[config.mk]
export PLATFORM = sky130hd
export DESIGN_NAME = pic_cmd_arbiter
export DESIGN_NICKNAME = d
export VERILOG_FILES = /design/src/rtl/pic_cmd_arbiter.sv
export SDC_FILE = /design/constraint.sdc
export NUM_CORES = 1
export LEC_CHECK = 0
export BUFFER_PORTS_ARGS = -buffer_cell sky130_fd_sc_hd__buf_2
export CORE_ASPECT_RATIO = 2
export CORE_MARGIN = 8
export CORE_UTILIZATION = 30
export DETAILED_ROUTE_END_ITERATION = 10
export GPL_TIMING_DRIVEN = 0
export PLACE_DENSITY_LB_ADDON = 0.15
export REMOVE_ABC_BUFFERS = 1
export SLEW_MARGIN = 0
export SYNTH_ARGS = -nofsm -noshare
export SYNTH_HDL_FRONTEND = slang
export SYNTH_SLANG_ARGS = --single-unit
[constraint.sdc]
create_clock -name clock -period 2.73 [get_ports clock]
set_clock_uncertainty 0.15 [all_clocks]
set_input_delay 0.819 -clock clock [delete_from_list [all_inputs] [get_ports clock]]
set_output_delay 0.819 -clock clock [all_outputs]
set_load 0.05 [all_outputs]
[src/rtl/pic_cmd_arbiter.sv]
// Round-robin arbiter sharing one UART transmitter between three framed command sources.
// Frames of up to five bytes are sent MSB-byte-first, with a timeout and an inter-frame gap.
module pic_cmd_arbiter #(
  parameter int unsigned GAP_CYCLES = 16,
  parameter int unsigned TX_TIMEOUT = 4095
) (
  input  logic        clock,
  input  logic        reset_n,
  input  logic [2:0]  req,
  input  logic [39:0] frame0,
  input  logic [39:0] frame1,
  input  logic [39:0] frame2,
  input  logic [2:0]  len0,
  input  logic [2:0]  len1,
  input  logic [2:0]  len2,
  output logic [2:0]  ack,
  output logic [2:0]  err,
  output logic        busy,
  output logic        tx_start,
  output logic [7:0]  tx_byte,
  input  logic        tx_active,
  input  logic        tx_done,
  output logic        timeout_flag
);

  typedef enum logic [2:0] {StIdle, StLoad, StStart, StWaitDone, StGap} state_e;

  localparam logic [11:0] TmoLimit = 12'(TX_TIMEOUT);
  localparam logic [15:0] GapLast  = 16'(GAP_CYCLES - 1);

  state_e      state_q, state_d;
  logic [39:0] sh_q, sh_d;
  logic [2:0]  cnt_q, cnt_d;
  logic [1:0]  g_q, g_d;
  logic [1:0]  last_q, last_d;
  logic [11:0] tmo_q, tmo_d;
  logic [15:0] gap_q, gap_d;
  logic        tx_start_q, tx_start_d;
  logic [7:0]  tx_byte_q, tx_byte_d;
  logic [2:0]  ack_q, ack_d;
  logic [2:0]  err_q, err_d;
  logic        flag_q, flag_d;

  logic [1:0]  c0, c1, win;
  logic [39:0] win_frame;
  logic [2:0]  win_len, win_len_c;
  logic [11:0] tmo_inc;

  function automatic logic [1:0] nxt(input logic [1:0] x);
    return (x == 2'd2) ? 2'd0 : x + 2'd1;
  endfunction

  // Scan last+1, last+2, last (mod 3); only used when req is nonzero.
  always_comb begin
    c0 = nxt(last_q);
    c1 = nxt(c0);
    if (req[c0])      win = c0;
    else if (req[c1]) win = c1;
    else              win = last_q;
  end

  always_comb begin
    unique case (win)
      2'd1:    begin win_frame = frame1; win_len = len1; end
      2'd2:    begin win_frame = frame2; win_len = len2; end
      default: begin win_frame = frame0; win_len = len0; end
    endcase
    win_len_c = (win_len > 3'd5) ? 3'd5 : win_len;
  end

  assign tmo_inc = tmo_q + 12'd1;

  always_comb begin
    state_d    = state_q;
    sh_d       = sh_q;
    cnt_d      = cnt_q;
    g_d        = g_q;
    last_d     = last_q;
    tmo_d      = tmo_q;
    gap_d      = gap_q;
    tx_start_d = 1'b0;
    tx_byte_d  = tx_byte_q;
    ack_d      = 3'b000;
    err_d      = 3'b000;
    flag_d     = flag_q;

    unique case (state_q)
      StIdle: begin
        if (req != 3'b000) begin
          g_d  = win;
          sh_d = win_frame;
          if (win_len_c == 3'd0) begin
            ack_d  = 3'b001 << win;
            last_d = win;
          end else begin
            cnt_d   = win_len_c;
            state_d = StLoad;
          end
        end
      end
      StLoad: begin
        tx_byte_d  = sh_q[39:32];
        sh_d       = {sh_q[31:0], 8'h00};
        cnt_d      = cnt_q - 3'd1;
        tmo_d      = '0;
        tx_start_d = 1'b1;
        state_d    = StStart;
      end
      StStart: begin
        if (tx_active) begin
          tmo_d   = '0;
          state_d = StWaitDone;
        end else if (tmo_inc == TmoLimit) begin
          err_d   = 3'b001 << g_q;
          flag_d  = 1'b1;
          last_d  = g_q;
          gap_d   = '0;
          state_d = (GAP_CYCLES == 0) ? StIdle : StGap;
        end else begin
          tmo_d      = tmo_inc;
          tx_start_d = 1'b1;
        end
      end
      StWaitDone: begin
        if (tx_done) begin
          if (cnt_q != 3'd0) begin
            state_d = StLoad;
          end else begin
            ack_d   = 3'b001 << g_q;
            last_d  = g_q;
            gap_d   = '0;
            state_d = (GAP_CYCLES == 0) ? StIdle : StGap;
          end
        end else if (tmo_inc == TmoLimit) begin
          err_d   = 3'b001 << g_q;
          flag_d  = 1'b1;
          last_d  = g_q;
          gap_d   = '0;
          state_d = (GAP_CYCLES == 0) ? StIdle : StGap;
        end else begin
          tmo_d = tmo_inc;
        end
      end
      StGap: begin
        if (gap_q == GapLast) state_d = StIdle;
        else                  gap_d   = gap_q + 16'd1;
      end
      default: state_d = StIdle;
    endcase
  end

  always_ff @(posedge clock or negedge reset_n) begin
    if (!reset_n) begin
      state_q    <= StIdle;
      sh_q       <= '0;
      cnt_q      <= '0;
      g_q        <= 2'd0;
      last_q     <= 2'd2;
      tmo_q      <= '0;
      gap_q      <= '0;
      tx_start_q <= 1'b0;
      tx_byte_q  <= 8'h00;
      ack_q      <= 3'b000;
      err_q      <= 3'b000;
      flag_q     <= 1'b0;
    end else begin
      state_q    <= state_d;
      sh_q       <= sh_d;
      cnt_q      <= cnt_d;
      g_q        <= g_d;
      last_q     <= last_d;
      tmo_q      <= tmo_d;
      gap_q      <= gap_d;
      tx_start_q <= tx_start_d;
      tx_byte_q  <= tx_byte_d;
      ack_q      <= ack_d;
      err_q      <= err_d;
      flag_q     <= flag_d;
    end
  end

  assign busy         = (state_q != StIdle);
  assign tx_start     = tx_start_q;
  assign tx_byte      = tx_byte_q;
  assign ack          = ack_q;
  assign err          = err_q;
  assign timeout_flag = flag_q;

endmodule

Yosys cells after proc, flatten, opt, wreduce, memory -nomap -nowiden:

Cells that the tools add are included.

* add/subtract/negate cells: 5
* $lt $le $gt $ge: 3
* eq/ne operators: 18
* shift operators: 2
* multiplexer cells: 57
* reductions and logical operators: 18

Operator list (count)
* 40-bit one-hot mux with 2 select lines: 2
* 16-bit two-way mux: 5
* 3-bit two-way mux: 17
* 16-bit one-hot mux with 3 select lines: 1
* 40-bit two-way mux: 1
* 12-bit two-way mux: 3
* 12-bit one-hot mux with 3 select lines: 1
* 3-bit one-hot mux with 2 select lines: 4
* 2-bit two-way mux: 10
* 3-bit nonzero test: 6
* 16-bit by 1-bit adder with 16-bit output (second input constant): 1
* 16-bit by 4-bit == test with 1-bit output (second input constant): 1
* 3-bit one-hot mux with 5 select lines: 1
* 2-bit != test (second input constant): 7
* 12-bit by 1-bit adder with 12-bit output (second input constant): 1
* 12-bit == test (second input constant): 1
* 3-bit AND reduction: 3
* 1-bit two-way mux: 7
* 2-bit == test (second input constant): 3
* 3-bit by 2-bit == test with 1-bit output (second input constant): 2
* 3-bit logical NOT: 2
* 2-bit by 3-bit < comparator with 1-bit output (second input constant): 2
* 2-bit one-hot mux with 3 select lines: 1
* 2-bit AND reduction: 3
* 13 further kinds: 18

* bits in registers: 94
* input port bits: 136
* output and inout bits: 17
* logic and storage cells: 115

Depth between registers and ports, before layout:

Gate-level depths: netlist (run 1).

* word-level depth: 16
* depth in mapped cells: 12
* gate-level depth less buffers: 11

Worst setup path after synthesis (run 1):

No wires, ideal clock.

* kind: in2reg
* start: in req[2]
* end: reg cnt_q[2]
* library setup time: 0.138 ns
* arrival time: 2.640 ns
* required time: 2.442 ns
* setup slack: -0.198 ns
* stages on the path: 10
* path buffers: 1
* path through: inv_1 > a211oi_1 > a21oi_1 > ha_1 > buf_1 > mux2i_1 > nor3b_1 > o21ai_0 > a21oi_1 > a21oi_1

* longest elaborated chain between the ends: 11
* elaborated cells on any way between the ends: 19
* classes of those cells: 1 x order compare; 4 x eq/ne; 11 x mux; 3 x reduce/logical

Ends and longest elaborated chain
* start, declared: RTL line 9 `input logic [2:0] req,`
* 1-bit binary-select mux with 2-bit select: RTL line 58 `else if (req[c1]) win = c1;`
* 1-bit two-way mux (not written as such): RTL line 58
* 2-bit two-way mux: RTL line 58
* 2-bit two-way mux: RTL line 57 `if (req[c0]) win = c0;`
* 2-bit == test / 2-bit by 1-bit == test with 1-bit output (equally long branches): RTL line 63 `unique case (win)`
* 3-bit one-hot mux with 2 select lines: RTL line 63
* 3-bit greater-than comparator: RTL line 68 `win_len_c = (win_len > 3'd5) ? 3'd5 : win_len;`
* 3-bit two-way mux: RTL line 68
* 3-bit logical NOT / 3-bit two-way mux (equally long branches): RTL line 92 `if (win_len_c == 3'd0) begin`
* 2-bit != test (no line) / 3-bit two-way mux (equally long branches)
* 3-bit AND reduction (no line) / 3-bit one-hot mux with 2 select lines (equally long branches)
* end signal, assigned: RTL line 169 `cnt_q <= cnt_d;`
* end, declared: RTL line 33 `logic [2:0] cnt_q, cnt_d;`

Several ways; a longest one is shown, not always the timed one. The select of a mux whose other input is x is not followed.
A chain may end at the register's enable or synchronous reset.

Worst setup path after layout (run 1):

* start: reg tmo_q[1]
* end: reg tmo_q[6]

* longest elaborated chain between the ends: 5
* elaborated cells on any way between the ends: 6
* classes of those cells: 1 x add/sub; 1 x eq/ne; 4 x mux

Ends and longest elaborated chain
* start, declared: RTL line 36 `logic [11:0] tmo_q, tmo_d;`
* start signal, assigned: RTL line 172 `tmo_q <= tmo_d;`
* 12-bit by 1-bit adder with 12-bit output *: RTL line 71 `assign tmo_inc = tmo_q + 12'd1;`
* 12-bit == test: RTL line 113, 134
* 12-bit two-way mux *: RTL line 113, 134
* 12-bit two-way mux (on tied branches): RTL line 125, 110
* 12-bit one-hot mux with 3 select lines *: RTL line 87 `unique case (state_q)`

Mark *: on every way between the ends. The rest lies on a longest branch, timed or not. The select of a mux whose other input is x is not followed.

==> impl_results.md, run 1 <==
* Status: completed
* GPL Wtd Cong at around 0.83
* Area growth, synth to finish at 31.2%
* Die extent in y at 206 um
* Int Pwr at roughly 4.5 mW
* Fill cells at 1,749
* Clk pwr share at 0.183
* Max-Cap Viols at 0
* Crit path setup slack, layout at 0.0369 ns
* Commonest non-fill, non-tap cell in the layout: buf_2
* CP Launch Type: flip-flop
* H-tree levels at 3
* WP data required at 2.84 ns
* Antenna Cells at 0
* DR WL/cell at between 15 and 20 um
* Cell Pwr Density at 1140 nW/um^2
* Worst slew pin tran at 1.18 ns
* Fin. max-slew vios at 0
* Die width at approximately 110 um
* Highest-count cells in the layout ignoring fill and taps: 151 x buf_2, 96 x o21ai_0, 95 x nand2_1, 92 x dfrtp_1, 74 x a22oi_1
* Sequential-to-total area share from yosys stat at 0.436
* Post-synth EDFFs at 0
* Static Leakage at about 3.2 nW
* Core ar. at 17,700 sq um
* Worst Setup End Kind: flip-flop
* Period utilization at 0.986
* Final Util at 0.400
* Crit path time final at roughly 2.7 ns
* Cts bufs inserted at 9
* First-pass GRT wire length at 28.5 mm
* Path depth of the worst reg2reg path at 7
* Placement Setup Slack at -1.12 ns
* FMAX at between 300 and 400 MHz
* Clk Latency, worst-skew pair at 0.35 ns
* Synth unique cells at just under 60
* Share of layout cells above drive strength 1 at 0.307
* R2R Path End: tmo_q[6]
* DRC errors left at 0
* PortBufs at around 150
* Seq cells post-synth at 94
* Arr. time, crit path at roughly 2.8 ns
* CP max FO at 9
* Total wire length at 18.2 mm
* Die Area at 22,800 sq um
* Worst r2r src: tmo_q[1]
* Final Hold Vio Count at 0
* CTS tree: done
* Switch share at 0.441
* Post-synth top flop: dfrtp_1
* Register clock-pin slew on the reported worst setup and hold paths at approximately 0.07 ns
* Ys async rst share at 1.00
* Largest net degree at the start of global routing at 59
* Clock Tree Root: clkbuf_16
* Layout Nets at 924
* GRT overflow at 0
* Post-Synthesis Cells at 635
* Initial drt markers at approximately 240
* RSZ-0062 raised after global routing: true
* Vias at 5,446
* Final HPWL DP at approximately 12 mm
* Syn_area_per_cell at 8.50 sq um
* Row count at between 60 and 70
* Flop pwr share at 0.296
* Post-route ant nets at 0
* Initial Util at 0.305
* Clock Sinks at 94
* Final setup fails at 0
* Vias in the first global route at about 5,700
* Worst min path class: in2async
* Initial antenna violation count at 0
* Register-to-Register Setup Slack at roughly 0.037 ns
* Worst slew margin relative to its limit at 0.211
* Num ports at 153
* CTS Hold Bufs at 0
* Psw at 3.54 mW
* Synth Warn # at 0
* DR pass1 iterations at 4
* Worst vdd ir at 0.613 mV
* Via density at between 5 and 6
* Clk buf depth at 2
* Area of the mapped netlist at 5400 sq um
* Critical path class: reg2reg
* Logic gate share of total power at 0.522
* Tot GR Track Use at 0.153
-- flip-flops by register name, summed over array words and instances, names as in the netlist --
signal        cells
last_q            2
timeout_flag      1
err               3
ack               3
cnt_q             3
gap_q            16
state_q           3
sh_q             40
tx_byte           8
tx_start          1
g_q               2
tmo_q            12
-- kinds of logic (layout without fill, tap and decap cells) --
family,count (synthesis),count (layout),synth area share
AO/OA/AOI/OAI,246,246,0.288
AND/OR/NAND/NOR,221,222,0.195
flip-flops,94,94,0.436
buffers and inverters,58,207,0.0480
adder cells (fa/ha/maj),8,8,0.0185
multiplexers,5,5,0.0102
XOR/XNOR,3,3,0.00487
-- worst max-delay path by stage --
stage                     from   endpoint  slack, ns
global route          tmo_q[1]   tmo_q[6]      -0.04
finish                tmo_q[1]   tmo_q[6]       0.04
global placement    state_q[1]   sh_q[19]      -2.50
floorplan               req[2]  last_q[0]      -1.05
CTS                     req[1]  last_q[1]       0.01
detailed placement      req[2]   cnt_q[2]      -1.12
-- per-layer routing --
metal / vias up / share of wire / track usage
met4: 0 / 0.023 / 0.0704
met2: 174 / 0.55 / 0.292
met5: - / 0 / 0
met1: 2614 / 0.38 / 0.153
li1: 2633 / - / -
met3: 25 / 0.048 / 0.0344
-- critical path, stage by stage (launching register included) --
cell	delay, ns
dfrtp_1	0.51
ha_4	0.23
and4_2	0.30
xnor2_1	0.14
o22ai_1	0.18
and3_1	0.36
or4_1	0.55
a21oi_1	0.18
-- synthesized netlist by cell type, types with 4 or more instances --
library cell | instances | area (sq um)
a21oi_1 | 31 | 155
a22oi_1 | 74 | 556
a31oi_1 | 8 | 50.1
a41oi_1 | 4 | 35.0
and2_1 | 5 | 31.3
and3_1 | 9 | 56.3
buf_1 | 5 | 18.8
clkbuf_1 | 32 | 120
dfrtp_1 | 93 | 2330
ha_1 | 8 | 100
inv_1 | 14 | 52.6
mux2_2 | 4 | 45.0
nand2_1 | 97 | 364
nand2b_1 | 4 | 25.0
nand3_1 | 31 | 155
nor2_1 | 32 | 120
nor2b_1 | 6 | 37.5
nor3_1 | 6 | 30.0
o21ai_0 | 99 | 495
o31ai_1 | 5 | 37.5
or4_1 | 5 | 37.5
-- what timing repair did --
action                                  4_1_cts  5_1_grt
cloned                                        2        1
gates resized for setup                      18       19
endpoints found under the setup margin       37       23
pin swaps                                     3        7
buffers inserted                              6       14
-- power groups by stage --
stage / Combinational [mW] / Sequential [mW] / Clock (mW)
final: 4.19 / 2.38 / 1.47
after detailed placement: 3.46 / 2.37 / 0
after global placement: 3.29 / 2.35 / 0
after floorplan: 2.23 / 2.46 / 0
after global routing: 4.67 / 2.45 / 1.55
after CTS: 3.90 / 2.36 / 1.50
-- layout make-up --
type,instances,area (sq um),area share
Clock buffer,10,239,0.0337
Clock inverter,6,109,0.0154
Inverter,14,52.6,0.00742
Multi-Input combinational cell,484,2980,0.421
Sequential cell,94,2350,0.333
Tap cell,213,267,0.0376
Timing Repair Buffer,177,1080,0.152
-- per-stage QoR --
step                      instance area (sq um)  TNS, ns  hold WS, ns  power, mW  std cells
after floorplan                            5190   -35.80        0.290       4.69        591
after global placement                     6220  -136.41        0.304       5.64        956
after detailed placement                   6310   -23.28        0.306       5.83        959
after CTS                                  6870        0        0.301       7.75        983
after global routing                       7080  -0.0590        0.327       8.67        998
final                                      7080        0        0.292       8.04        998
Power figures use the tool's default switching activity.
==> run 2: changes to the inputs <==
Settings changed: ABC_AREA set to 1.
==> impl_results.md, run 2 <==
* Fin. max-slew vios at 0 (unchanged)
* Total negative slack at 0 ns (unchanged)
* Ys async rst share at 1.00 (unchanged)
* Critical path class: reg2reg (unchanged)
* CP most frequent cell: nand2_1
* Register clock-pin slew on the reported worst setup and hold paths at 0.07 ns (about the same)
* Worst Setup End Kind: flip-flop (unchanged)
* FMAX at 374 MHz (was 371 MHz)
* Post-Synth Adder-Cell Area at 0.0179 (was 0.0185)
* Biggest register: sh_q (unchanged)
* Synth Warn # at 0 (unchanged)
* First-pass GRT wire length at 31.5 mm (was 28.5 mm)
* GRT overflow at 0 (unchanged)
* Synth area leaders: dfrtp_1 42%, nand2_1 11%, o21ai_0 7.3% (was dfrtp_1 43%, a22oi_1 10%, o21ai_0 9.2%)
* WP data required at 2.81 ns (was 2.84 ns)
* H-tree levels at 3 (unchanged)
* Worst vdd ir at 0.939 mV (was 0.613 mV)
* Logic gate share of total power at 0.655 (was 0.522)
* Initial Util at 0.306 (was 0.305)
* Register-to-Register Setup Slack at 0.05 ns (was 0.04 ns)
* Register area at 2350 sq um (about the same)
* Initial antenna violation count at 3 (was 0)
* Area of the multi-input gates at 3000 sq um (was 2980 sq um)
* CP max FO at 6 (was 9)
* DR WL/cell at 18.2 um (was 18.3 um)
* Cts bufs inserted at 9 (unchanged)
* Max FFs per register at 40 (unchanged)
* Area of the mapped netlist at 5600 sq um (was 5400 sq um)
* Status: completed (unchanged)
* Psw at 5.25 mW (was 3.54 mW)
* Final setup fails at 0 (unchanged)
* Crit path time final at 2.68 ns (was 2.69 ns)
* Static Leakage at 3.47 nW (was 3.22 nW)
* Clk buf depth at 2 (unchanged)
* Tot GR Track Use at 0.169 (was 0.153)
* Worst slew margin relative to its limit at 0.384 (was 0.211)
* GPL Wtd Cong at 0.796 (was 0.833)
* Synth top area share at 0.416 (was 0.431)
* Post-synthesis simple-gate area fraction at 0.223 (was 0.195)
* Synth unique cells at 41 (was 58)
* Worst min path class: in2async (unchanged)
* Worst slew pin tran at 0.923 ns (was 1.18 ns)
* Die Area at 23,600 sq um (was 22,800 sq um)
* CP max-delay cell: dfstp_2 (was or4_1)
* Hold slack at 0.266 ns (was 0.292 ns)
* Critical path, cell by cell: nor2_2 -> nand2_1 -> nand2_1 -> a31oi_1 -> nand2_1 -> nand2_2 -> inv_4 -> ha_4 -> buf_6 -> nand3_4 -> o21ai_4 -> nand3_4 -> nand2_4 -> a21oi_4 -> nand2_1 -> o21ai_2 (was ha_4 -> and4_2 -> xnor2_1 -> o22ai_1 -> and3_1 -> or4_1 -> a21oi_1)
* Die extent in y at 209 um (was 206 um)
* Row count at 70 (was 69)
* Crit path setup slack, layout at 0.0543 ns (was 0.0369 ns)
* Sequential-to-total area share from yosys stat at 0.420 (was 0.436)
* RSZ-0062 raised after global routing: true (unchanged)
* Largest family of logic cells by synthesized area: compound AO/OA/AOI/OAI gates (unchanged)
* Placement Setup Slack at -1.92 ns (was -1.12 ns)
* CP Launch Type: flip-flop (unchanged)
* Core ar. at 18,300 sq um (was 17,700 sq um)
* DR pass1 iterations at 4 (unchanged)
* Vias in the first global route at 6,187 (was 5,737)
* Fill cells at 1,898 (was 1,749)
* Int Pwr at 5.42 mW (was 4.50 mW)
* Placed Instances at 1,052 (was 959)
* Initial drt markers at 164 (was 241)
* Final HPWL DP at 13.6 mm (was 12.1 mm)
* Clk pwr share at 0.123 (was 0.183)
* DRC errors left at 0 (unchanged)
* Post-Synthesis Cells at 719 (was 635)
* Die width at 113 um (was 111 um)
* Flop pwr share at 0.222 (was 0.296)
* Top cells by count, synth: 160 x nand2_1, 93 x dfrtp_1, 84 x inv_1 (was 99 x o21ai_0, 97 x nand2_1, 93 x dfrtp_1)
* Syn_area_per_cell at 7.79 sq um (was 8.50 sq um)
* CTS Hold Bufs at 0 (unchanged)
* Via density at 5.17 (was 5.46)
* Max-Cap Viols at 0 (unchanged)
* Clock Tree Root: clkbuf_16 (unchanged)
* Clock Sinks at 94 (unchanged)
* Layout Nets at 1,014 (was 924)
* Total wire length at 19.9 mm (was 18.2 mm)
* Worst stage delay on the critical path at 0.58 ns (was 0.55 ns)
* Commonest non-fill, non-tap cell in the layout: nand2_1 (was buf_2)
* Num ports at 153 (unchanged)
* Switch share at 0.492 (was 0.441)
* Cell Pwr Density at 1440 nW/um^2 (was 1140 nW/um^2)
* Largest net degree at the start of global routing at 65 (was 59)
* Seq cells post-synth at 94 (unchanged)
* Largest registers: sh_q (40), gap_q (16), tmo_q (12) (unchanged)
* Xor-xnor portion of the synthesized cell area at 0.0156 (was 0.00487)
* Post-synthesis mux area share at 0 (was 0.0102)
* Period utilization at 0.980 (was 0.986)
* Dominant cell type by area after synthesis: dfrtp_1 (unchanged)
* Share of layout cells above drive strength 1 at 0.319 (was 0.307)
* Compound-cell area share of the yosys netlist at 0.231 (was 0.288)
* PortBufs at 152 (unchanged)
* Post-route ant nets at 0 (unchanged)
* Post-synth EDFFs at 0 (unchanged)
* Highest-count cells in the layout ignoring fill and taps: 154 x nand2_1, 150 x buf_2, 93 x dfrtp_1, 79 x inv_1, 62 x o21ai_0 (was 151 x buf_2, 96 x o21ai_0, 95 x nand2_1, 92 x dfrtp_1, 74 x a22oi_1)
* Non-Filler Instances at 1,093 (was 998)
* Arr. time, crit path at 2.75 ns (was 2.80 ns)
* Area growth, synth to finish at 32.6% (was 31.2%)
* Final Hold Vio Count at 0 (unchanged)
* Clk Latency, worst-skew pair at 0.34 ns (was 0.35 ns)
* Most frequent cell after synthesis: nand2_1 (was o21ai_0)
* CTS tree: done (unchanged)
* Vias at 5,654 (was 5,446)
* Post-synth top flop: dfrtp_1 (unchanged)
==> run 2: power by group through the flow <==
stage	Sequential, mW	Clock [mW]	Combinational [mW]
detailed placement	2.39	0	5.16
floorplan	2.51	0	3.38
global route	2.45	1.38	7.61
CTS	2.38	1.34	6.50
finish	2.37	1.31	6.99
global placement	2.38	0	4.84
==> run 2: final cells by class <==
cell class | instances | area share
clock inverters | 3 | 0.00573
well taps | 216 | 0.0364
clock buffers | 13 | 0.0351
repair buffers | 176 | 0.149
repair inverters | 1 | 0.00118
multi-input cells | 493 | 0.405
flip-flops and latches | 94 | 0.317
diodes | 2 | 0.000674
inverters | 95 | 0.0504
==> run 2: routing by layer <==
layer / part of all wire / global-route usage / routed length, um / vias to the layer above
li1: - / - / - / 2787
met4: 0.020 / 0.0647 / 405 / 2
met1: 0.36 / 0.160 / 7160 / 2706
met5: 0.00050 / 0 / 10 / -
met3: 0.047 / 0.0373 / 928 / 28
met2: 0.57 / 0.335 / 11400 / 131
==> run 2: metrics by stage <==
stage               total power, mW  area, sq um   util
global placement               7.22         6470  0.354
CTS                            10.2         7210  0.394
detailed placement             7.56         6560  0.358
floorplan                      5.89         5440      -
global route                   11.4         7420  0.405
finish                         10.7         7420  0.405
==> run 2: cells by family (layout without fill, tap and decap cells) <==
| family | count (synthesis) | in the layout |
|---|---|---|
| flip-flops | 94 | 94 |
| XOR/XNOR | 10 | 10 |
| AO/OA/AOI/OAI | 197 | 197 |
| other | 0 | 2 |
| AND/OR/NAND/NOR | 277 | 278 |
| adder cells (fa/ha/maj) | 8 | 8 |
| buffers and inverters | 133 | 288 |
==> run 2: timing repair <==
item | 4_1_cts | 5_1_grt
pin swaps | 10 | 22
cloned | 1 | 1
setup endpoints to repair | 50 | 46
resized for setup | 46 | 37
buffers inserted | 13 | 8
==> run 2: final timing paths <==
path                       cells past startpoint      endpoint         start
min in group clock                             2  timeout_flag  timeout_flag
max                                           16      cnt_q[0]     last_q[1]
min                                            1       sh_q[4]       reset_n
min reg2reg                                    2  timeout_flag  timeout_flag
max reg2reg                                   16      cnt_q[0]     last_q[1]
max in group asynchronous                      2     last_q[1]       reset_n
==> run 2: critical path, delay by kind of cell (launching register included) <==
family | cells | cell delay, ns
flip-flops | 1 | 0.58
buffers and inverters | 2 | 0.21
adder cells (fa/ha/maj) | 1 | 0.32
AND/OR/NAND/NOR | 9 | 0.89
AO/OA/AOI/OAI | 4 | 0.38
